File: src/rtl/serial_subtractor.sv
// Bit-serial WIDTH-bit subtractor: diff = a - b computed LSB first, one bit per clock,
// with a start/busy/done handshake and a registered borrow between bit steps.
module serial_subtractor #(
  parameter int WIDTH = 4
) (
  input  logic             clk,
  input  logic             rst_n,
  input  logic             start,
  input  logic [WIDTH-1:0] a,
  input  logic [WIDTH-1:0] b,
  output logic             busy,
  output logic             done,
  output logic [WIDTH-1:0] diff,
  output logic             borrow_out
);

  localparam int CW = (WIDTH > 1) ? $clog2(WIDTH) : 1;

  typedef enum logic {
    IDLE,
    SHIFT
  } state_t;

  state_t           state;
  state_t           state_next;
  logic [WIDTH-1:0] a_sh;
  logic [WIDTH-1:0] b_sh;
  // Holds the WIDTH-1 result bits produced so far; the final bit joins them at completion.
  logic [WIDTH-2:0] d_sh;
  logic [WIDTH-1:0] d_nxt;
  logic             borrow;
  logic [CW-1:0]    cnt;
  logic             ai;
  logic             bi;
  logic             d;
  logic             bo;
  logic             last;

  // NOTE: every signal driven here gets a default first, so no path leaves it unassigned (no latch).
  always_comb begin
    state_next = state;
    ai         = a_sh[0];
    bi         = b_sh[0];
    d          = ai ^ bi ^ borrow;
    bo         = (~ai & bi) | (~(ai ^ bi) & borrow);
    d_nxt      = {d, d_sh};
    last       = (cnt == CW'(WIDTH - 1));
    case (state)
      IDLE:    if (start) state_next = SHIFT;
      SHIFT:   if (last)  state_next = IDLE;
      default: state_next = IDLE;
    endcase
  end

  // NOTE: sequential state uses non-blocking assignments so all registers update from pre-edge values.
  always_ff @(posedge clk or negedge rst_n) begin
    if (!rst_n) state <= IDLE;
    else        state <= state_next;
  end

  always_ff @(posedge clk or negedge rst_n) begin
    if (!rst_n) begin
      a_sh       <= '0;
      b_sh       <= '0;
      d_sh       <= '0;
      borrow     <= 1'b0;
      cnt        <= '0;
      done       <= 1'b0;
      diff       <= '0;
      borrow_out <= 1'b0;
    end else begin
      done <= 1'b0;
      case (state)
        IDLE: begin
          if (start) begin
            a_sh   <= a;
            b_sh   <= b;
            borrow <= 1'b0;
            cnt    <= '0;
          end
        end
        SHIFT: begin
          d_sh   <= d_nxt[WIDTH-1:1];
          a_sh   <= a_sh >> 1;
          b_sh   <= b_sh >> 1;
          borrow <= bo;
          if (last) begin
            cnt        <= '0;
            diff       <= d_nxt;
            borrow_out <= bo;
            done       <= 1'b1;
          end else begin
            cnt <= cnt + 1'b1;
          end
        end
        default: ;
      endcase
    end
  end

  assign busy = (state == SHIFT);

endmodule

File: config.mk
export PLATFORM = sky130hd
export DESIGN_NAME = serial_subtractor
export DESIGN_NICKNAME = d
export VERILOG_FILES = /design/src/rtl/serial_subtractor.sv
export SDC_FILE = /design/constraint.sdc
export NUM_CORES = 1
export LEC_CHECK = 0
export BUFFER_PORTS_ARGS = -buffer_cell sky130_fd_sc_hd__buf_4
export CAP_MARGIN = 15
export CELL_PAD_IN_SITES_DETAIL_PLACEMENT = 0
export CELL_PAD_IN_SITES_GLOBAL_PLACEMENT = 1
export CORE_ASPECT_RATIO = 0.6
export CORE_UTILIZATION = 38
export DETAILED_ROUTE_END_ITERATION = 7
export HOLD_SLACK_MARGIN = 0.12
export PLACE_DENSITY = 0.76
export RECOVER_POWER = 25
export SETUP_SLACK_MARGIN = 0.15
export SLEW_MARGIN = 20
export SYNTH_ARGS = -nofsm -noshare
export SYNTH_HDL_FRONTEND = slang
export SYNTH_SLANG_ARGS = --single-unit
File: constraint.sdc
create_clock -name clk -period 1.4 [get_ports clk]
set_clock_uncertainty 0.2 [all_clocks]
set_input_delay 0.07 -clock clk [delete_from_list [all_inputs] [get_ports clk]]
set_output_delay 0.07 -clock clk [all_outputs]
set_load 0.02 [all_outputs]
==> impl_metrics.json <==
{
  "die_w_um": 65.8,
  "hold_viol": 0,
  "synth_edf_count": 0,
  "worstHoldStart": "a_sh[2]",
  "ys_ff_latch": 21,
  "holdWs_ns": 0.280,
  "start_util": 0.416,
  "outcome": "complete, but fails checks",
  "grt_pass1_wl_um": 2520,
  "path_buf_inv": 1,
  "internal_power_mw": 1.73,
  "yosysMostFrequentCell": "dfrtp_1",
  "cpMaxStageDelayCell": "fa_1",
  "synth_ff_type": "dfrtp_1",
  "antenna_found_initial": 0,
  "core_mm2": 0.00223,
  "ys_types": 16,
  "antenna_left": 0,
  "routed_wirelength_um": 1610,
  "die_h_um": 40.3,
  "critPathTopFamily": "adder cells",
  "synth_area_leader_cell": "dfrtp_1",
  "maxSlewViolCount": 0,
  "cts_tree": "yes",
  "p_seq_frac": 0.405,
  "worstReg2RegEnd": "d_sh[2]",
  "num_antenna_cells": 0,
  "synth_area_um2": 927,
  "vias_per_cell": 4.47,
  "cts_root_buf": "clkbuf_8",
  "p_sw_mw": 0.846,
  "fmax_mhz": 671,
  "post-route-period-util": 1.07,
  "fin_nets": 123,
  "finalCriticalPeriod_ns": 1.49,
  "crit_required_ns": 1.34,
  "ys_seq_area_frac": 0.567,
  "synth-async-reset-ratio": 1.00,
  "synth_fp_nets": 83,
  "synthTopCellsByCount": "dfrtp_1, mux2i_1, nand2_1, o21ai_0",
  "start_kind": "flop",
  "setup_ws_ns": -0.0914,
  "port_buffers": 17,
  "place_congestion": 0.663,
  "area_growth_pct": 38.7,
  "first_global_vias": 545,
  "drc": 0,
  "cts.clk_slew.worst_paths_ns": 0.07,
  "critPathMaxStageDelay_ns": 0.50,
  "fillCellCount": 194,
  "grtUsageTotal": 0.138,
  "end_kind": "flop",
  "crit_arrival_ns": 1.43,
  "finalPower_mw": 2.57,
  "dieArea_mm2": 0.00265,
  "drtIter0Drc": 19,
  "tightest_slew_ns": 0.341,
  "hold_depth": 2,
  "leakagePower_nw": 0.653,
  "p_clk_frac": 0.148,
  "r2r_slack_ns": -0.09,
  "cp_max_fo": 2,
  "routed-via-count": 622,
  "drive_above_1_share": 0.321,
  "slew_headroom": 0.772,
  "max-cap-violations": 0,
  "synthTopCellsByArea": "dfrtp_1, mux2i_1, mux2_4, buf_6, o21ai_0",
  "grt_max_degree": 22,
  "h-tree-depth": 1,
  "r2r-start": "b_sh[0]",
  "clock_sinks": 21,
  "numCtsBuffers": 3,
  "clk-insertion-delay-late_ns": 0.25,
  "synth_top_area_frac": 0.567,
  "grt.overflow.total": 0,
  "min_to": "a_sh[1]",
  "num_rows": 13,
  "violations": "setup timing",
  "rsz0062_at_grt": "true",
  "drt_pass1_iterations": 4,
  "peakVddDrop_mv": 0.822,
  "io_pins": 18,
  "p_comb_frac": 0.447,
  "synth_warnings": 0,
  "hold_path_class": "flop to flop",
  "setup_viol_count_final": 2,
  "post_drt_wl_per_cell_um": 11.6,
  "pwr_density_cell_mw_per_mm2": 2000,
  "crit_chain": "inv_2 > fa_1 > mux2_4",
  "rr_worst_depth": 3,
  "switching_share": 0.329,
  "path_class": "flop to flop",
  "dpl.hpwl_um": 1040,
  "avgSynthCellArea_um2": 13.2,
  "clock_path_buffers": 2,
  "syn-instance-count": 70
}
==> cells by family (layout without fill, tap and decap cells) <==
group,count (synthesis),after routing,synth area share
flip-flops,21,21,0.567
multiplexers,18,18,0.224
AND/OR/NAND/NOR,12,12,0.0621
buffers and inverters,9,48,0.0621
AO/OA/AOI/OAI,8,8,0.0499
adder cells (fa/ha/maj),2,2,0.0351
==> per-layer routing <==
layer  track usage  share of wire  vias up
met4        0.0326              0        0
met1         0.189           0.50      296
li1              -              -      312
met2         0.202           0.44       14
met3        0.0597          0.055        0
met5             0              0        -
==> power by group through the flow <==
stage | Clock, mW | Sequential, mW | Combinational [mW]
floorplan | 0 | 1.11 | 0.633
global placement | 0 | 1.05 | 0.979
detailed placement | 0 | 1.05 | 1.02
CTS | 0.395 | 1.04 | 1.14
global route | 0.426 | 1.08 | 1.26
finish | 0.381 | 1.04 | 1.15
==> worst max-delay path by stage <==
stage	endpoint	slack, ns	start	depth (start not counted)
after floorplan	diff[3]	-0.03	b_sh[0]	3
after global placement	diff[3]	-0.05	b_sh[0]	3
after detailed placement	diff[3]	-0.08	b_sh[0]	3
after CTS	d_sh[2]	-0.07	a_sh[0]	2
after global routing	d_sh[2]	-0.13	b_sh[0]	3
final	d_sh[2]	-0.09	b_sh[0]	3
==> flip-flops by register name, summed over array words and instances, names as in the netlist <==
name and count:
diff 4, done 1, d_sh 3, cnt 2
b_sh 4, borrow 1, busy 1, borrow_out 1
a_sh 4
==> stage by stage <==
stage               utilization  worst slack, ns  area, um^2  TNS, ns  cells
global placement          0.487          -0.0480        1080  -0.0912    117
finish                    0.577          -0.0914        1290   -0.181    139
floorplan                     -          -0.0326         928  -0.0599     70
CTS                       0.574          -0.0682        1280   -0.135    136
global route              0.577           -0.133        1290   -0.368    139
detailed placement        0.487          -0.0784        1080   -0.154    117
==> placed cells by master (no fill, tap or decap) <==
master,n
mux2_4,6
mux2_2,1
nand2_4,1
o21ai_0,6
dfrtp_2,1
buf_6,4
o31ai_1,1
nor2_1,3
fa_1,1
inv_2,1
clkbuf_8,3
clkbuf_1,7
clkbuf_2,1
a22o_1,1
buf_4,17
inv_1,4
dfrtp_1,20
mux2i_1,11
nand2b_1,2
nand2_1,6
dlygate4sd3_1,11
ha_1,1
==> worst register-to-register path, cell delays in order, from the launching register on <==
cell and delay (ns):
dfrtp_1 0.36, inv_2 0.05, fa_1 0.50, mux2_4 0.27
==> what timing repair did <==
item	in CTS	in global routing
endpoints found under the hold margin	33	0
gates resized for setup	3	5
gates cloned	0	0
pin swaps	3	1
setup endpoints to repair	8	31
hold buffers	11	0
buffers inserted	4	3
==> cell type report <==
cell class	instances	area [um^2]	area share
Tap cell	30	37.5	0.0292
Sequential cell	21	527	0.410
Multi-Input combinational cell	40	348	0.270
Inverter	5	18.8	0.0146
Clock buffer	4	45.0	0.0350
Timing Repair Buffer	39	310	0.241
Power figures use the tool's default switching activity.
